**src/rtl/fetch_unit_if.sv**
```systemverilog
// Fetch-stage bus: decode-side control, instruction-memory port and decode outputs.
// master = fetch_unit, slave = the surrounding pipeline / memory.
interface fetch_unit_if;
    logic        stall;
    logic        redirect;
    logic [15:0] redirectPC;
    logic        halt;
    logic        imemRd;
    logic [15:0] imemAddr;
    logic [15:0] imemData;
    logic        imemDone;
    logic        imemErr;
    logic [15:0] instr;
    logic [15:0] PC;
    logic        valid;
    logic        err;

    modport master (
        input  stall, redirect, redirectPC, halt,
        input  imemData, imemDone, imemErr,
        output imemRd, imemAddr,
        output instr, PC, valid, err
    );

    modport slave (
        output stall, redirect, redirectPC, halt,
        output imemData, imemDone, imemErr,
        input  imemRd, imemAddr,
        input  instr, PC, valid, err
    );
endinterface

```
**src/rtl/fetch_unit.sv**
```systemverilog
// Instruction fetch: PC, single-outstanding imem requests, HOLD buffer, NOP injection.
// Optional FETCH_HALT_DETECT_EN: a delivered opcode-0 word stops issue until rst/redirect.
module fetch_unit #(
    parameter logic [15:0] RESET_PC = 16'h0000
) (
    input  logic         clk,
    input  logic         rst,
    fetch_unit_if.master bus
);

    typedef enum logic [1:0] {
        IDLE,
        WAIT,
        HOLD,
        SQUASH
    } state_t;

    localparam logic [15:0] NOP = 16'h0800;

    state_t      state_q;
    logic [15:0] pc_q;
    logic [15:0] instr_q;
    logic [15:0] pc_out_q;
    logic        valid_q;
    logic [15:0] buf_instr_q;
    logic [15:0] buf_pc_q;
    logic        err_q;

    logic        dlv_mem;
    logic        dlv_buf;
    logic        halt_eff;
    logic        issue;

`ifdef FETCH_HALT_DETECT_EN
    logic        halt_seen_q;
    logic [15:0] dlv_instr;
    logic        dlv_halt;
`endif

    // Delivery and issue decisions for the current cycle.
    always_comb begin
        dlv_mem = (state_q == WAIT) && bus.imemDone && !bus.stall;
        dlv_buf = (state_q == HOLD) && !bus.stall;
`ifdef FETCH_HALT_DETECT_EN
        dlv_instr = (state_q == HOLD) ? buf_instr_q : bus.imemData;
        dlv_halt  = (dlv_mem || dlv_buf) && (dlv_instr[15:11] == 5'b00000);
        halt_eff  = bus.halt || halt_seen_q || dlv_halt;
`else
        halt_eff  = bus.halt;
`endif
        issue = !rst && !halt_eff && !bus.redirect &&
                ((state_q == IDLE) ||
                 ((state_q == WAIT) && bus.imemDone && !bus.stall) ||
                 dlv_buf);
    end

    assign bus.imemRd   = issue;
    assign bus.imemAddr = pc_q;
    assign bus.instr    = instr_q;
    assign bus.PC       = pc_out_q;
    assign bus.valid    = valid_q;
    assign bus.err      = err_q;

    // Fetch FSM, PC, output register, HOLD buffer and sticky error.
    // While in WAIT, pc_q already equals the outstanding fetch address + 2.
    always_ff @(posedge clk) begin
        if (rst) begin
            state_q     <= IDLE;
            pc_q        <= RESET_PC;
            instr_q     <= NOP;
            pc_out_q    <= 16'h0000;
            valid_q     <= 1'b0;
            buf_instr_q <= NOP;
            buf_pc_q    <= 16'h0000;
            err_q       <= 1'b0;
`ifdef FETCH_HALT_DETECT_EN
            halt_seen_q <= 1'b0;
`endif
        end else begin
            if (bus.imemDone &&
                ((state_q == IDLE) || (state_q == HOLD) || bus.imemErr))
                err_q <= 1'b1;

            if (bus.redirect) begin
                pc_q        <= bus.redirectPC;
                instr_q     <= NOP;
                pc_out_q    <= 16'h0000;
                valid_q     <= 1'b0;
                buf_instr_q <= NOP;
                buf_pc_q    <= 16'h0000;
                if (((state_q == WAIT) || (state_q == SQUASH)) && !bus.imemDone)
                    state_q <= SQUASH;
                else
                    state_q <= IDLE;
`ifdef FETCH_HALT_DETECT_EN
                halt_seen_q <= 1'b0;
`endif
            end else begin
                if (issue)
                    pc_q <= pc_q + 16'd2;

                unique case (state_q)
                    IDLE: begin
                        if (!bus.stall) begin
                            instr_q  <= NOP;
                            pc_out_q <= 16'h0000;
                            valid_q  <= 1'b0;
                        end
                        if (issue)
                            state_q <= WAIT;
                    end
                    WAIT: begin
                        if (dlv_mem) begin
                            instr_q  <= bus.imemData;
                            pc_out_q <= pc_q;
                            valid_q  <= 1'b1;
                            state_q  <= issue ? WAIT : IDLE;
                        end else if (bus.imemDone) begin
                            buf_instr_q <= bus.imemData;
                            buf_pc_q    <= pc_q;
                            state_q     <= HOLD;
                        end else if (!bus.stall) begin
                            instr_q  <= NOP;
                            pc_out_q <= 16'h0000;
                            valid_q  <= 1'b0;
                        end
                    end
                    HOLD: begin
                        if (dlv_buf) begin
                            instr_q  <= buf_instr_q;
                            pc_out_q <= buf_pc_q;
                            valid_q  <= 1'b1;
                            state_q  <= issue ? WAIT : IDLE;
                        end
                    end
                    SQUASH: begin
                        if (!bus.stall) begin
                            instr_q  <= NOP;
                            pc_out_q <= 16'h0000;
                            valid_q  <= 1'b0;
                        end
                        if (bus.imemDone)
                            state_q <= IDLE;
                    end
                    default: state_q <= IDLE;
                endcase

`ifdef FETCH_HALT_DETECT_EN
                if (dlv_halt)
                    halt_seen_q <= 1'b1;
`endif
            end
        end
    end

endmodule

```
**src/flat_wrapper.sv**
```systemverilog
// flat-port wrapper written by rule: the top's interface ports become plain ports
module fetch_unit_flat 
#(
    parameter logic [15:0] RESET_PC = 16'h0000
)
  (clk, rst, bus_stall, bus_redirect, bus_redirectPC, bus_halt, bus_imemData, bus_imemDone, bus_imemErr, bus_imemRd, bus_imemAddr, bus_instr, bus_PC, bus_valid, bus_err);
  fetch_unit_if bus_i ();
  input  logic clk;
  input  logic rst;
  input wire logic [$bits(bus_i.stall)-1:0] bus_stall;
  input wire logic [$bits(bus_i.redirect)-1:0] bus_redirect;
  input wire logic [$bits(bus_i.redirectPC)-1:0] bus_redirectPC;
  input wire logic [$bits(bus_i.halt)-1:0] bus_halt;
  input wire logic [$bits(bus_i.imemData)-1:0] bus_imemData;
  input wire logic [$bits(bus_i.imemDone)-1:0] bus_imemDone;
  input wire logic [$bits(bus_i.imemErr)-1:0] bus_imemErr;
  output wire logic [$bits(bus_i.imemRd)-1:0] bus_imemRd;
  output wire logic [$bits(bus_i.imemAddr)-1:0] bus_imemAddr;
  output wire logic [$bits(bus_i.instr)-1:0] bus_instr;
  output wire logic [$bits(bus_i.PC)-1:0] bus_PC;
  output wire logic [$bits(bus_i.valid)-1:0] bus_valid;
  output wire logic [$bits(bus_i.err)-1:0] bus_err;
  assign bus_i.stall = bus_stall;
  assign bus_i.redirect = bus_redirect;
  assign bus_i.redirectPC = bus_redirectPC;
  assign bus_i.halt = bus_halt;
  assign bus_i.imemData = bus_imemData;
  assign bus_i.imemDone = bus_imemDone;
  assign bus_i.imemErr = bus_imemErr;
  assign bus_imemRd = bus_i.imemRd;
  assign bus_imemAddr = bus_i.imemAddr;
  assign bus_instr = bus_i.instr;
  assign bus_PC = bus_i.PC;
  assign bus_valid = bus_i.valid;
  assign bus_err = bus_i.err;
  fetch_unit #(.RESET_PC(RESET_PC)) u_core (.clk(clk), .rst(rst), .bus(bus_i));
endmodule
```
**config.mk**
```make
export PLATFORM = sky130hd
export DESIGN_NAME = fetch_unit_flat
export DESIGN_NICKNAME = d
export VERILOG_FILES = /design/src/rtl/fetch_unit_if.sv /design/src/rtl/fetch_unit.sv /design/src/flat_wrapper.sv
export SDC_FILE = /design/constraint.sdc
export NUM_CORES = 1
export LEC_CHECK = 0
export ABC_AREA = 0
export CELL_PAD_IN_SITES_DETAIL_PLACEMENT = 2
export CELL_PAD_IN_SITES_GLOBAL_PLACEMENT = 2
export CORE_ASPECT_RATIO = 0.8
export CORE_MARGIN = 2
export CORE_UTILIZATION = 31
export CTS_BUF_LIST = sky130_fd_sc_hd__clkbuf_16
export DETAILED_ROUTE_END_ITERATION = 10
export PLACE_DENSITY = 0.87
export SLEW_MARGIN = 10
export SYNTH_ARGS = -nofsm -noshare
export SYNTH_HDL_FRONTEND = slang
export SYNTH_SLANG_ARGS = --single-unit
```
**constraint.sdc**
```tcl
create_clock -name clk -period 3.41 [get_ports clk]
set_input_delay 0.682 -clock clk [delete_from_list [all_inputs] [get_ports clk]]
set_output_delay 0.682 -clock clk [all_outputs]
set_load 0.02 [all_outputs]
```
# Yosys cells after proc, flatten, opt, wreduce, memory -nomap -nowiden
# Index checks and enable logic that the tools add are counted.
[word_totals]
register_bits = 84
in_bits = 39
output_inout_bits = 51
wordCells = 70
[classes]
add_sub_neg = 1
n_eq_ne = 9
mux = 26
bitwise = 1
reduce_logical = 25
[ops]
columns = ["cell", "count"]
rows = [
  ["$mux 16", 10],
  ["$pmux 16 s3", 2],
  ["$add 16x2->16 const B", 1],
  ["$mux 2", 7],
  ["$ne 3x2->1 const B", 3],
  ["$logic_and 1x1->1", 8],
  ["$pmux 2 s4", 1],
  ["$logic_not 1->1", 5],
  ["$logic_or 1x1->1", 5],
  ["$mux 1", 5],
  ["$eq 2x2->1 const B", 2],
  ["$ne 4x3->1 const B", 1],
  ["$reduce_and 4->1", 1],
  ["$reduce_or 2->1", 2],
  ["$ne 3x3->1 const B", 1],
  ["$pmux 1 s3", 1],
  ["$reduce_and 3->1", 1],
  ["$eq 2x1->1 const B", 1],
  ["$logic_not 2->1", 1],
  ["$ne 2x1->1 const B", 1],
  ["$reduce_and 2->1", 1],
  ["$reduce_bool 2->1", 1],
  ["$not 1->1", 1],
]

# Longest topological paths before layout
# Gate-level depths: netlist of run 1.
[depth]
word_depth = 10
mapped_depth = 8
ltp_nobuf = 6

# Worst setup path after synthesis of run 1
# Ideal clock, no wire load.
[synth_timing]
path_kind = "input-to-output"
startpoint = "input port bus_redirect"
endpoint = "output port bus_imemRd"
arrival_ps = 1833
t_required_ps = 2728
path_slack_ps = 895
path_stages = 2
n_path_buf = 0
cell_sequence = "or2_2 -> nor4_1"
[synth_between]
elab_chain_len = 3
[synth_rtl]
columns = ["item", "line", "text"]
rows = [
  ["start, declared", "flat_wrapper.sv:11", "input wire logic [$bits(bus_i.redirect)-1:0] bus_redirect;"],
  ["$logic_not 1->1", "fetch_unit.sv:51", "issue = !rst && !halt_eff && !bus.redirect &&"],
  ["$logic_and 1x1->1 (2 in a row)", "fetch_unit.sv:51", ""],
  ["end, declared", "flat_wrapper.sv:17", "output wire logic [$bits(bus_i.imemRd)-1:0] bus_imemRd;"],
]
# No other way between the ends.

# Worst setup path after layout of run 1
# Ends and elaborated chain as after synthesis.

==> impl_summary.log, run 1 <==
[metrics] Leakage Power: 1.721 nW
[metrics] number of top-level pins: 90
[metrics] std cell rows: 35
[metrics] Initial DRT Pass Iterations: 4
[metrics] Cell Area, Synth: 0.003731 sq mm
[metrics] number of distinct standard cells referenced by the synthesized netlist: 46
[metrics] path class of the lowest-slack min-delay path: reg2reg
[metrics] Iter 0 DRT Violations: 227
[metrics] Post-CTS Hold Fix Bufs: 0
[metrics] outcome: completed
[metrics] count of nets left with antenna violations after detail routing: 0
[metrics] crit share post-route: 0.9263
[metrics] total via count after detailed routing: 3755
[metrics] final clock skew: 6.975 ps
[metrics] final-report hold violation count: 0
[metrics] classification of the worst setup path: in2out
[metrics] via count of the first global-routing pass: 3956
[metrics] Core Footprint: 0.01160 sq mm
[metrics] clock latency on the worst-skew pair: 340 ps
[metrics] maximum vdd ir drop: 283.9 uV
[metrics] Design Area, Final: 0.005126 sq mm
[metrics] CTS H-tree depth: 3
[metrics] relative slew slack: 0.4835
[metrics] layout cell share with drive strength beyond 1: 0.07358
[metrics] number of setup buffers added after CTS: 0
[metrics] most prevalent standard cell on the critical path: clkdlybuf4s50_1
[metrics] routed wire length per instance: 20.02 um
[metrics] Die Y: 102.1 um
[metrics] number of buffers created by CTS: 9
[metrics] power per unit of standard cell area: 481.7 mW/mm^2
[metrics] Area growth, synth to finish: 37.39%
[metrics] Yosys warnings: 0
[metrics] count of mapped cells out of synthesis: 447
[metrics] wire length of the first global-routing pass: 21420 um
[metrics] unrepaired setup endpoints after global routing: no
[metrics] syn_area_per_cell: 8.347 sq um
[metrics] antenna cell count: 0
[metrics] minimum clock period after layout: 3159 ps
[metrics] part of the Yosys area used for sequential elements: 0.4507
[metrics] clock transition at the registers of the reported paths: 60 ps
[metrics] Die ar.: 0.01293 sq mm
[metrics] GRT Util Overall: 0.2122
[metrics] biggest cell delay along the critical path: 680 ps
[metrics] DRC Markers: 0
[metrics] Slowest-stage cell, CP: clkdlybuf4s50_1
[metrics] total gr overflow: 0
[metrics] effective utilization at floorplan: 0.3215
[metrics] critical path data arrival time: 2480 ps
[metrics] category of the worst setup path launch point: primary input
[metrics] post-layout net count: 571
[metrics] sort of element at the end of the critical path: output pin
[metrics] Post-CTS Resized: 0
[metrics] cell area after placement: 0.004793 sq mm
[metrics] largest fanout on the critical path: 2
[metrics] master cell of the clock root buffer: clkbuf_16
[metrics] setup tns final: 0 ps
[metrics] maximum clock insertion buffer count: 2
[metrics] number of buffer cells added on primary ports: 89
[metrics] Worst Tran Pin Value: 770.0 ps
[metrics] x dimension of the die: 126.7 um
[metrics] routed wire length: 13570 um
[metrics] total half-perimeter wirelength after legalization and detailed placement: 9174 um
[metrics] Placed Instances: 662
[metrics] cell-by-cell trace of the critical path: clkdlybuf4s50_1 -> or2_2 -> nor4_1 -> clkdlybuf4s50_1
[metrics] Synth Net Count: 493
[metrics] number of violations of the max-capacitance limit: 0
[metrics] timing-limited maximum frequency: 0.3166 GHz
[metrics] clock sink total: 84
[metrics] final std cells w/o fill: 678
[metrics] routed vias/inst: 5.538
[metrics] antenna violations before repair: 0
[metrics] final weighted congestion of routability-driven global placement: 0.8002
[metrics] final worst hold slack: 456.5 ps
[metrics] TritonCTS clock tree: done
[metrics] Req. time, crit path: 2730 ps
[metrics] number of slew-limit violations in the final report: 0
[metrics] #FFs+latches synth: 84
[metrics] count of endpoints failing setup in the final report: 0
[metrics] pin count of the biggest net entering global routing: 66
-- placed cells by master, fill, tap and decap left out, types with 4 or more instances in the layout --
master and count:
or3_1 5, or4_1 4, dfxtp_1 84, a22oi_1 31, a22o_1 31, inv_1 8
a31oi_1 4, buf_4 17, a311oi_1 8, a21oi_1 36, clkdlybuf4s50_1 89, nor2_1 46
nand3_1 6, ha_1 7, nand4_1 6, xnor2_1 5, o21ai_0 6, clkbuf_16 9
a211oi_1 4, nand2_1 79
-- cells in the mapped netlist, drive strengths merged --
| library cell | n | share of area |
|---|---|---|
| dfxtp | 84 | 0.45 |
| nand2 | 79 | 0.079 |
| nor2 | 46 | 0.046 |
| a21oi | 37 | 0.050 |
| clkbuf | 36 | 0.036 |
| a22o | 31 | 0.073 |
| a22oi | 31 | 0.062 |
| a311oi | 8 | 0.019 |
| ha | 7 | 0.023 |
| inv | 6 | 0.0060 |
| nand3 | 6 | 0.0080 |
| nand4 | 6 | 0.010 |
| o21ai | 6 | 0.0080 |
| or3 | 6 | 0.011 |
| a211oi | 5 | 0.011 |
| xnor2 | 5 | 0.012 |
| a31oi | 4 | 0.0067 |
| nor2b | 4 | 0.0067 |
| or4 | 4 | 0.0080 |
| buf | 3 | 0.0054 |
| nor4 | 3 | 0.0050 |
| and2 | 2 | 0.0034 |
| and3 | 2 | 0.0034 |
| and4 | 2 | 0.0047 |
| nand2b | 2 | 0.0034 |
| nor3 | 2 | 0.0027 |
| o211ai | 2 | 0.0040 |
| o311ai | 2 | 0.0047 |
| o31ai | 2 | 0.0040 |
| or2 | 2 | 0.0034 |
| a2111o | 1 | 0.0030 |
| a21o | 1 | 0.0020 |
| a221oi | 1 | 0.0023 |
| a31o | 1 | 0.0023 |
| and4b | 1 | 0.0027 |
| clkinv | 1 | 0.0010 |
| mux2i | 1 | 0.0027 |
| nor4b | 1 | 0.0023 |
| o21bai | 1 | 0.0020 |
| o2bb2ai | 1 | 0.0023 |
| o311a | 1 | 0.0027 |
| or4b | 1 | 0.0027 |
-- per-layer routing --
| metal | wire (um) | global-route usage | part of all wire |
|---|---|---|---|
| met5 | 0 | 0 | 0 |
| met4 | 265 | 0.07439 | 0.020 |
| met3 | 518 | 0.04188 | 0.038 |
| met2 | 6507 | 0.3628 | 0.48 |
| met1 | 6283 | 0.2701 | 0.46 |
-- final cells by class --
cell class                 count  area, sq um
fill                        1232         6479
multi-input combinational    317         1882
clock inverter                 7        107.6
sequential                    84         1682
inverter                       7        26.28
timing repair buffer         106         1018
tap                          148        185.2
clock buffer                   9        225.2
-- path summary, 6_finish.rpt --
| path | from | endpoint | slack [ps] | cells after the start |
|---|---|---|---|---|
| setup / recovery | bus_redirect | bus_imemRd | 250 | 4 |
| hold / removal | u_core.buf_instr_q[12] | u_core.buf_instr_q[12] | 460 | 2 |
| setup reg to reg | u_core.state_q[1] | u_core.bus.imemAddr[8] | 960 | 6 |
| hold reg to reg | u_core.buf_instr_q[12] | u_core.buf_instr_q[12] | 460 | 2 |
-- state kept, by name (all words and copies together), names as in the netlist --
| name | flops |
|---|---|
| u_core.bus.valid | 1 |
| u_core.buf_pc_q | 16 |
| u_core.buf_instr_q | 16 |
| u_core.bus.err | 1 |
| u_core.bus.imemAddr | 16 |
| u_core.bus.PC | 16 |
| u_core.state_q | 2 |
| u_core.bus.instr | 16 |
-- critical path, delay by kind of cell --
kind / cells / cell delay, ps
buffers and inverters: 2 / 1090
AND/OR/NAND/NOR: 2 / 700
-- stage by stage --
stage | setup WS [ps] | total power [mW] | utilization
after global routing | 77.95 | 2.557 | 0.4417
after floorplan | 894.9 | 1.209 | -
final | 251.3 | 2.469 | 0.4417
after CTS | 189.3 | 2.492 | 0.4417
after global placement | 299.0 | 1.351 | 0.4130
after detailed placement | 208.3 | 1.371 | 0.4130
-- power breakdown --
group / leakage, nW / switching (mW) / total [mW] / internal, mW
clock: 0.172 / 0.409 / 1.12 / 0.708
sequential: 0.681 / 0.0367 / 1.04 / 1.00
combinational: 0.868 / 0.186 / 0.313 / 0.127
-- cell families after synthesis --
family / Yosys count / synth area share
simple gates: 169 / 0.2036
compound gates: 135 / 0.2592
flops: 84 / 0.4507
buf+inv: 46 / 0.04862
fa+ha+maj: 7 / 0.02347
xor+xnor: 5 / 0.01174
mux: 1 / 0.002683
No activity file was read; power rests on OpenSTA's default activity.
==> run 2, diff against run 1 <==
- CORE_MARGIN: 2 -> 5
- SLEW_MARGIN: 10 -> 20
==> run 2 against run 1 <==
Wire length rose by 0.85%. Cell area down 1.2%. Clock power is 14% lower. First-iteration DRC count decreased by 9.7%. Clock-buffer cell count did not move. Combinational power barely moved. Critical path depth stayed put. Power decreased by 6.4%. Flip-flop and latch count did not move. Critical path type unchanged. Largest power group is now registers. Highest routed layer unchanged.
==> impl_summary.log, run 2 (synthesized netlist as in run 1, its figures left out) <==
[metrics] outcome: completed
[metrics] switching fraction of total power: 0.2699 (+0.01399)
[metrics] most frequent cells in the layout: 89 x clkdlybuf4s50_1, 84 x dfxtp_1, 79 x nand2_1
[metrics] std cell rows: 35 (unchanged)
[metrics] final weighted congestion of routability-driven global placement: 0.8100 (+1.2%)
[metrics] hold path cells: 2 (unchanged)
[metrics] final-report hold violation count: 0 (unchanged)
[metrics] wire length of the first global-routing pass: 22710 um (+6.0%)
[metrics] maximum clock insertion buffer count: 2 (unchanged)
[metrics] largest fanout on the critical path: 8 (+6)
[metrics] most common cell after layout, fill and taps aside: clkdlybuf4s50_1
[metrics] routed wire length: 13690 um (+0.85%)
[metrics] GRT Util Overall: 0.1976 (-0.01463)
[metrics] clock latency on the worst-skew pair: 340 ps (about the same)
[metrics] x dimension of the die: 132.7 um (+4.7%)
[metrics] routed wire length per instance: 20.31 um (+1.5%)
[metrics] total half-perimeter wirelength after legalization and detailed placement: 9425 um (+2.7%)
[metrics] Area growth, synth to finish: 35.78%
[metrics] sort of element at the end of the critical path: output pin
[metrics] share of power burned in registers: 0.449 (+0.028)
[metrics] endpoint of the worst hold path: u_core.buf_pc_q[0]
[metrics] number of top-level pins: 90 (unchanged)
[metrics] effective utilization at floorplan: 0.3203 (-0.001209)
[metrics] unrepaired setup endpoints after global routing: no
[metrics] Worst Tran Pin Value: 736.0 ps (-33.96 ps)
[metrics] footprint of the multi-input gates: 0.001888 sq mm (+0.33%)
[metrics] final worst hold slack: 456.9 ps (+0.4260 ps)
[metrics] minimum clock period after layout: 3124 ps (-34.73 ps)
[metrics] Initial DRT Pass Iterations: 4 (unchanged)
[metrics] count of endpoints failing setup in the final report: 0 (unchanged)
[metrics] number of buffer cells added on primary ports: 89 (unchanged)
[metrics] worst-case register-to-register setup slack: 880 ps (-80 ps)
[metrics] clock transition at the registers of the reported paths: 60 ps (about the same)
[metrics] Sw Pwr: 623.8 uW (-1.3%)
[metrics] part of the total power dissipated in the clock network: 0.416 (-0.037)
[metrics] final clock skew: 7.727 ps (+0.7526 ps)
[metrics] Die ar.: 0.01434 sq mm (+11%)
[metrics] Req. time, crit path: 2730 ps (about the same)
[metrics] Leakage Power: 1.683 nW (-2.2%)
[metrics] crit share post-route: 0.9161 (-0.01019)
[metrics] sequential cell area: 0.001682 sq mm (unchanged)
[metrics] master cell of the clock root buffer: clkbuf_16
[metrics] share of total power in combinational logic: 0.135 (+0.008)
[metrics] maximum vdd ir drop: 224.4 uV (-21%)
[metrics] worst setup timing slack at the placement stage: 250.4 ps (+42.10 ps)
[metrics] power per unit of standard cell area: 456.2 mW/mm^2 (-5.3%)
[metrics] setup tns final: 0 ps (unchanged)
[metrics] pin count of the biggest net entering global routing: 66 (unchanged)
[metrics] CTS H-tree depth: 3 (unchanged)
[metrics] via count of the first global-routing pass: 4149 (+4.9%)
[metrics] post-layout util: 0.4349 (-0.006816)
[metrics] Post-CTS Hold Fix Bufs: 0 (unchanged)
[metrics] number of slew-limit violations in the final report: 0 (unchanged)
[metrics] number of setup buffers added after CTS: 0 (unchanged)
[metrics] layout filler cell count: 1299 (+5.4%)
[metrics] smallest setup slack after layout: 286.0 ps (+34.73 ps)
[metrics] clock sink total: 84 (unchanged)
[metrics] timing-limited maximum frequency: 0.3201 GHz (+1.1%)
[metrics] number of buffers created by CTS: 9 (unchanged)
[metrics] Die Y: 108.1 um (+5.9%)
[metrics] antenna cell count: 0 (unchanged)
[metrics] path class of the lowest-slack min-delay path: reg2reg
[metrics] relative slew slack: 0.5063 (+0.02278)
[metrics] number of violations of the max-capacitance limit: 0 (unchanged)
[metrics] count of nets left with antenna violations after detail routing: 0 (unchanged)
[metrics] FF-to-FF path depth: 6 (unchanged)
[metrics] routed vias/inst: 5.567 (+0.51%)
[metrics] total via count after detailed routing: 3752 (-0.080%)
[metrics] Int Pwr: 1.687 mW (-8.2%)
[metrics] antenna violations before repair: 0 (unchanged)
[metrics] TritonCTS clock tree: done
[metrics] classification of the worst setup path: in2out
[metrics] endpoint of the worst-slack reg-to-reg timing path: u_core.bus.imemAddr[11]
[metrics] layout cell share with drive strength beyond 1: 0.06464 (-0.008946)
[metrics] post-layout net count: 567 (-0.70%)
[metrics] total gr overflow: 0 (unchanged)
[metrics] Iter 0 DRT Violations: 205 (-9.7%)
[metrics] critical path data arrival time: 2440 ps (-40 ps)
[metrics] DRC Markers: 0 (unchanged)
[metrics] origin of the worst min-delay path: u_core.buf_pc_q[0]
[metrics] category of the worst setup path launch point: primary input
[metrics] Core Footprint: 0.01165 sq mm (+0.38%)
[metrics] worst reg2reg path startpoint: u_core.state_q[1]
## run 2: changes by cell type in the layout (fill, tap and decap cells not counted)
cell and change:
buf_12 +1, buf_4 -5, bufinv_16 -2, clkinv_1 +2
clkinv_2 -1, inv_6 +1, nor4_1 -1, nor4_2 +1
## run 2: cell type report
| type | count | area share |
|---|---|---|
| Clock buffer | 9 | 0.04446 |
| Clock inverter | 7 | 0.01161 |
| Inverter | 7 | 0.005186 |
| Multi-Input combinational cell | 317 | 0.3727 |
| Sequential cell | 84 | 0.3319 |
| Tap cell | 148 | 0.03655 |
| Timing Repair Buffer | 102 | 0.1976 |
## run 2: worst max-delay path by stage
stage,from,endpoint,cells past startpoint
after floorplan,bus_redirect,bus_imemRd,2
after global placement,bus_redirect,bus_imemRd,4
after detailed placement,bus_stall,bus_imemRd,4
after CTS,u_core.state_q[1],bus_imemRd,5
after global routing,u_core.state_q[1],bus_imemRd,5
final,bus_stall,bus_imemRd,4
## run 2: critical path, cell delays in order
cell             delay (ps)
clkdlybuf4s50_1         640
nor2b_1                 470
nor4_2                   90
clkdlybuf4s50_1         560
## run 2: power by group through the flow
stage	logic (mW)	registers, mW	clock network (mW)
2_1_floorplan	0.145	1.06	0
3_3_place_gp	0.295	1.06	0
3_5_place_dp	0.312	1.06	0
4_1_cts	0.315	1.04	0.982
5_1_grt	0.338	1.04	1.03
6_report	0.312	1.04	0.960
## run 2: repair_timing
item | CTS | global route
endpoints found under the hold margin | 0 | 0
setup endpoints to repair | 0 | 1
resized for setup | 0 | 1
## run 2: layer usage
layer | global-route usage | vias to the layer above | part of all wire
met5 | 0 | - | 0
met2 | 0.3525 | 80 | 0.50
li1 | - | 1760 | -
met3 | 0.04977 | 12 | 0.038
met4 | 0.05564 | 0 | 0.015
met1 | 0.2375 | 1900 | 0.45
## run 2: per-stage QoR
step	std cells	total power [mW]	cell area [sq um]
after floorplan	447	1.209	3731
after global placement	658	1.353	4776
after detailed placement	658	1.371	4776
after CTS	674	2.334	5060
after global routing	674	2.410	5066
final	674	2.311	5066
==> run 3, diff against run 2 <==
- MAX_ROUTING_LAYER: not set -> met4
==> run 3 against run 2 <==
First-iteration DRC count grew 0.49%. Largest cell class unchanged. Wire length shrank 0.18%. Worst setup slack lost 60 ps. Non-clock buffer count is the same. Critical path depth grew 1. Global-route usage grew 0.56 points. Sequential power is essentially flat. Highest routed layer unchanged. Cell area shrank 0.12%. Via count shrank 0.21%. Fmax shrank 1.9%.
==> impl_summary.log, run 3 (synthesized netlist as in run 1, its figures left out) <==
[metrics] launch point of the critical path: u_core.state_q[1]
[metrics] via count of the first global-routing pass: 4144 (-0.12%)
[metrics] maximum clock insertion buffer count: 2 (unchanged)
[metrics] outcome: completed
[metrics] TritonCTS clock tree: done
[metrics] share of power burned in registers: 0.450 (about the same)
[metrics] Area growth, synth to finish: 35.61%
[metrics] most common cell after layout, fill and taps aside: clkdlybuf4s50_1
[metrics] final clock skew: 9.302 ps (+1.574 ps)
[metrics] final weighted congestion of routability-driven global placement: 0.8219 (+1.5%)
[metrics] number of setup buffers added after CTS: 0 (unchanged)
[metrics] total via count after detailed routing: 3744 (-0.21%)
[metrics] master cell of the clock root buffer: clkbuf_16
[metrics] routed wire length per instance: 20.27 um (-0.18%)
[metrics] clock sink total: 84 (unchanged)
[metrics] worst-case register-to-register setup slack: 890 ps (about the same)
[metrics] Initial DRT Pass Iterations: 4 (unchanged)
[metrics] routed vias/inst: 5.555 (-0.21%)
[metrics] FF-to-FF path depth: 6 (unchanged)
[metrics] pin count of the biggest net entering global routing: 66 (unchanged)
[metrics] Post-CTS Hold Fix Bufs: 0 (unchanged)
[metrics] wire length of the first global-routing pass: 22710 um (about the same)
[metrics] DRC Markers: 0 (unchanged)
[metrics] busiest metal layer after global routing: met2
[metrics] total gr overflow: 0 (unchanged)
[metrics] switching fraction of total power: 0.2692 (-0.0007826)
[metrics] met2 global-route usage: 0.3507 (-0.001821)
[metrics] category of the worst setup path launch point: register
[metrics] layout cell share with drive strength beyond 1: 0.06274 (-0.001901)
[metrics] clock latency on the worst-skew pair: 350 ps (about the same)
[metrics] power per unit of standard cell area: 456.2 mW/mm^2 (about the same)
[metrics] unrepaired setup endpoints after global routing: no
[metrics] most frequent cells in the layout: 89 x clkdlybuf4s50_1, 84 x dfxtp_1, 79 x nand2_1
[metrics] hold path cells: 2 (unchanged)
[metrics] GRT Util Overall: 0.2032 (+0.005623)
[metrics] Req. time, crit path: 2730 ps (about the same)
[metrics] number of slew-limit violations in the final report: 0 (unchanged)
[metrics] clock transition at the registers of the reported paths: 60 ps (about the same)
[metrics] antenna violations before repair: 0 (unchanged)
[metrics] number of buffers created by CTS: 9 (unchanged)
[metrics] endpoint of the worst-slack reg-to-reg timing path: u_core.bus.imemAddr[11]
[metrics] routing usage on met3: 0.04465 (-0.005116)
[metrics] endpoint of the worst hold path: u_core.buf_pc_q[0]
[metrics] layout filler cell count: 1299 (unchanged)
[metrics] Global Route met1 Usage: 0.2415 (+0.003977)
[metrics] Leakage Power: 1.682 nW (about the same)
[metrics] count of nets left with antenna violations after detail routing: 0 (unchanged)
[metrics] path class of the lowest-slack min-delay path: reg2reg
[metrics] final-report hold violation count: 0 (unchanged)
[metrics] crit share post-route: 0.9337 (+0.01754)
[metrics] maximum vdd ir drop: 223.8 uV (-0.26%)
[metrics] origin of the worst min-delay path: u_core.buf_pc_q[0]
[metrics] number of violations of the max-capacitance limit: 0 (unchanged)
[metrics] count of endpoints failing setup in the final report: 0 (unchanged)
[metrics] Die Y: 108.1 um (unchanged)
[metrics] Worst Tran Pin Value: 749.7 ps (+13.70 ps)
[metrics] setup tns final: 0 ps (unchanged)
[metrics] x dimension of the die: 132.7 um (unchanged)
[metrics] post-layout net count: 567 (unchanged)
[metrics] classification of the worst setup path: reg2out
[metrics] Iter 0 DRT Violations: 206 (+0.49%)
[metrics] Sw Pwr: 621.2 uW (-0.42%)
[metrics] largest fanout on the critical path: 8 (unchanged)
[metrics] timing-limited maximum frequency: 0.3141 GHz (-1.9%)
[metrics] Core Footprint: 0.01165 sq mm (unchanged)
[metrics] CTS H-tree depth: 3 (unchanged)
[metrics] number of buffer cells added on primary ports: 89 (unchanged)
[metrics] total half-perimeter wirelength after legalization and detailed placement: 9425 um (unchanged)
[metrics] part of the total power dissipated in the clock network: 0.415 (about the same)
[metrics] Post-CTS Resized: 0 (unchanged)
[metrics] worst reg2reg path startpoint: u_core.state_q[1]
[metrics] sort of element at the end of the critical path: output pin
[metrics] final worst hold slack: 457.5 ps (+0.6690 ps)
[metrics] share of total power in combinational logic: 0.135 (about the same)
[metrics] routed wire length: 13670 um (-0.18%)
[metrics] Int Pwr: 1.687 mW (about the same)
[metrics] std cell rows: 35 (unchanged)
[metrics] antenna cell count: 0 (unchanged)
[metrics] Die ar.: 0.01434 sq mm (unchanged)
[metrics] number of top-level pins: 90 (unchanged)
[metrics] minimum clock period after layout: 3184 ps (+59.83 ps)
[metrics] relative slew slack: 0.4971 (-0.009191)
[metrics] critical path data arrival time: 2500 ps (+60 ps)
[metrics] effective utilization at floorplan: 0.3203 (unchanged)
## run 3: per-layer routing
layer,vias to the layer above,share of wire
met3,13,0.042
li1,1755,-
met5,-,0
met4,0,0.013
met1,1886,0.45
met2,90,0.49
## run 3: worst max path at each step
stage                 endpoint
global route        bus_imemRd
CTS                 bus_imemRd
floorplan           bus_imemRd
detailed placement  bus_imemRd
global placement    bus_imemRd
finish              bus_imemRd
## run 3: metrics by stage
stage               area (sq um)    util  setup slack (ps)  total power, mW  std cells
floorplan                   3731       -             894.9            1.209        447
global placement            4776  0.4100             288.0            1.353        658
detailed placement          4776  0.4100             250.4            1.371        658
CTS                         5060  0.4344             201.7            2.334        674
global route                5060  0.4344             1.087            2.409        674
finish                      5060  0.4344             226.2            2.308        674
## run 3: worst max-delay path, stage by stage, from the launching register on
cell and delay [ps]:
dfxtp_1 350, inv_1 140, ha_1 400, a211oi_2 210, nor4_1 370, clkdlybuf4s50_1 680
## run 3: power groups by stage
| stage | clock [mW] | sequential [mW] | combinational, mW |
|---|---|---|---|
| 6_report | 0.959 | 1.04 | 0.311 |
| 5_1_grt | 1.03 | 1.04 | 0.337 |
| 4_1_cts | 0.982 | 1.04 | 0.315 |
| 3_5_place_dp | 0 | 1.06 | 0.312 |
| 3_3_place_gp | 0 | 1.06 | 0.295 |
| 2_1_floorplan | 0 | 1.06 | 0.145 |
## run 3: layout make-up
class	instances	area, sq um	area share
inverters	7	26.28	0.005193
clock buffers	9	225.2	0.04451
clock inverters	7	58.81	0.01162
flip-flops and latches	84	1682	0.3323
well taps	148	185.2	0.03660
multi-input cells	317	1882	0.3719
repair buffers	102	1001	0.1978
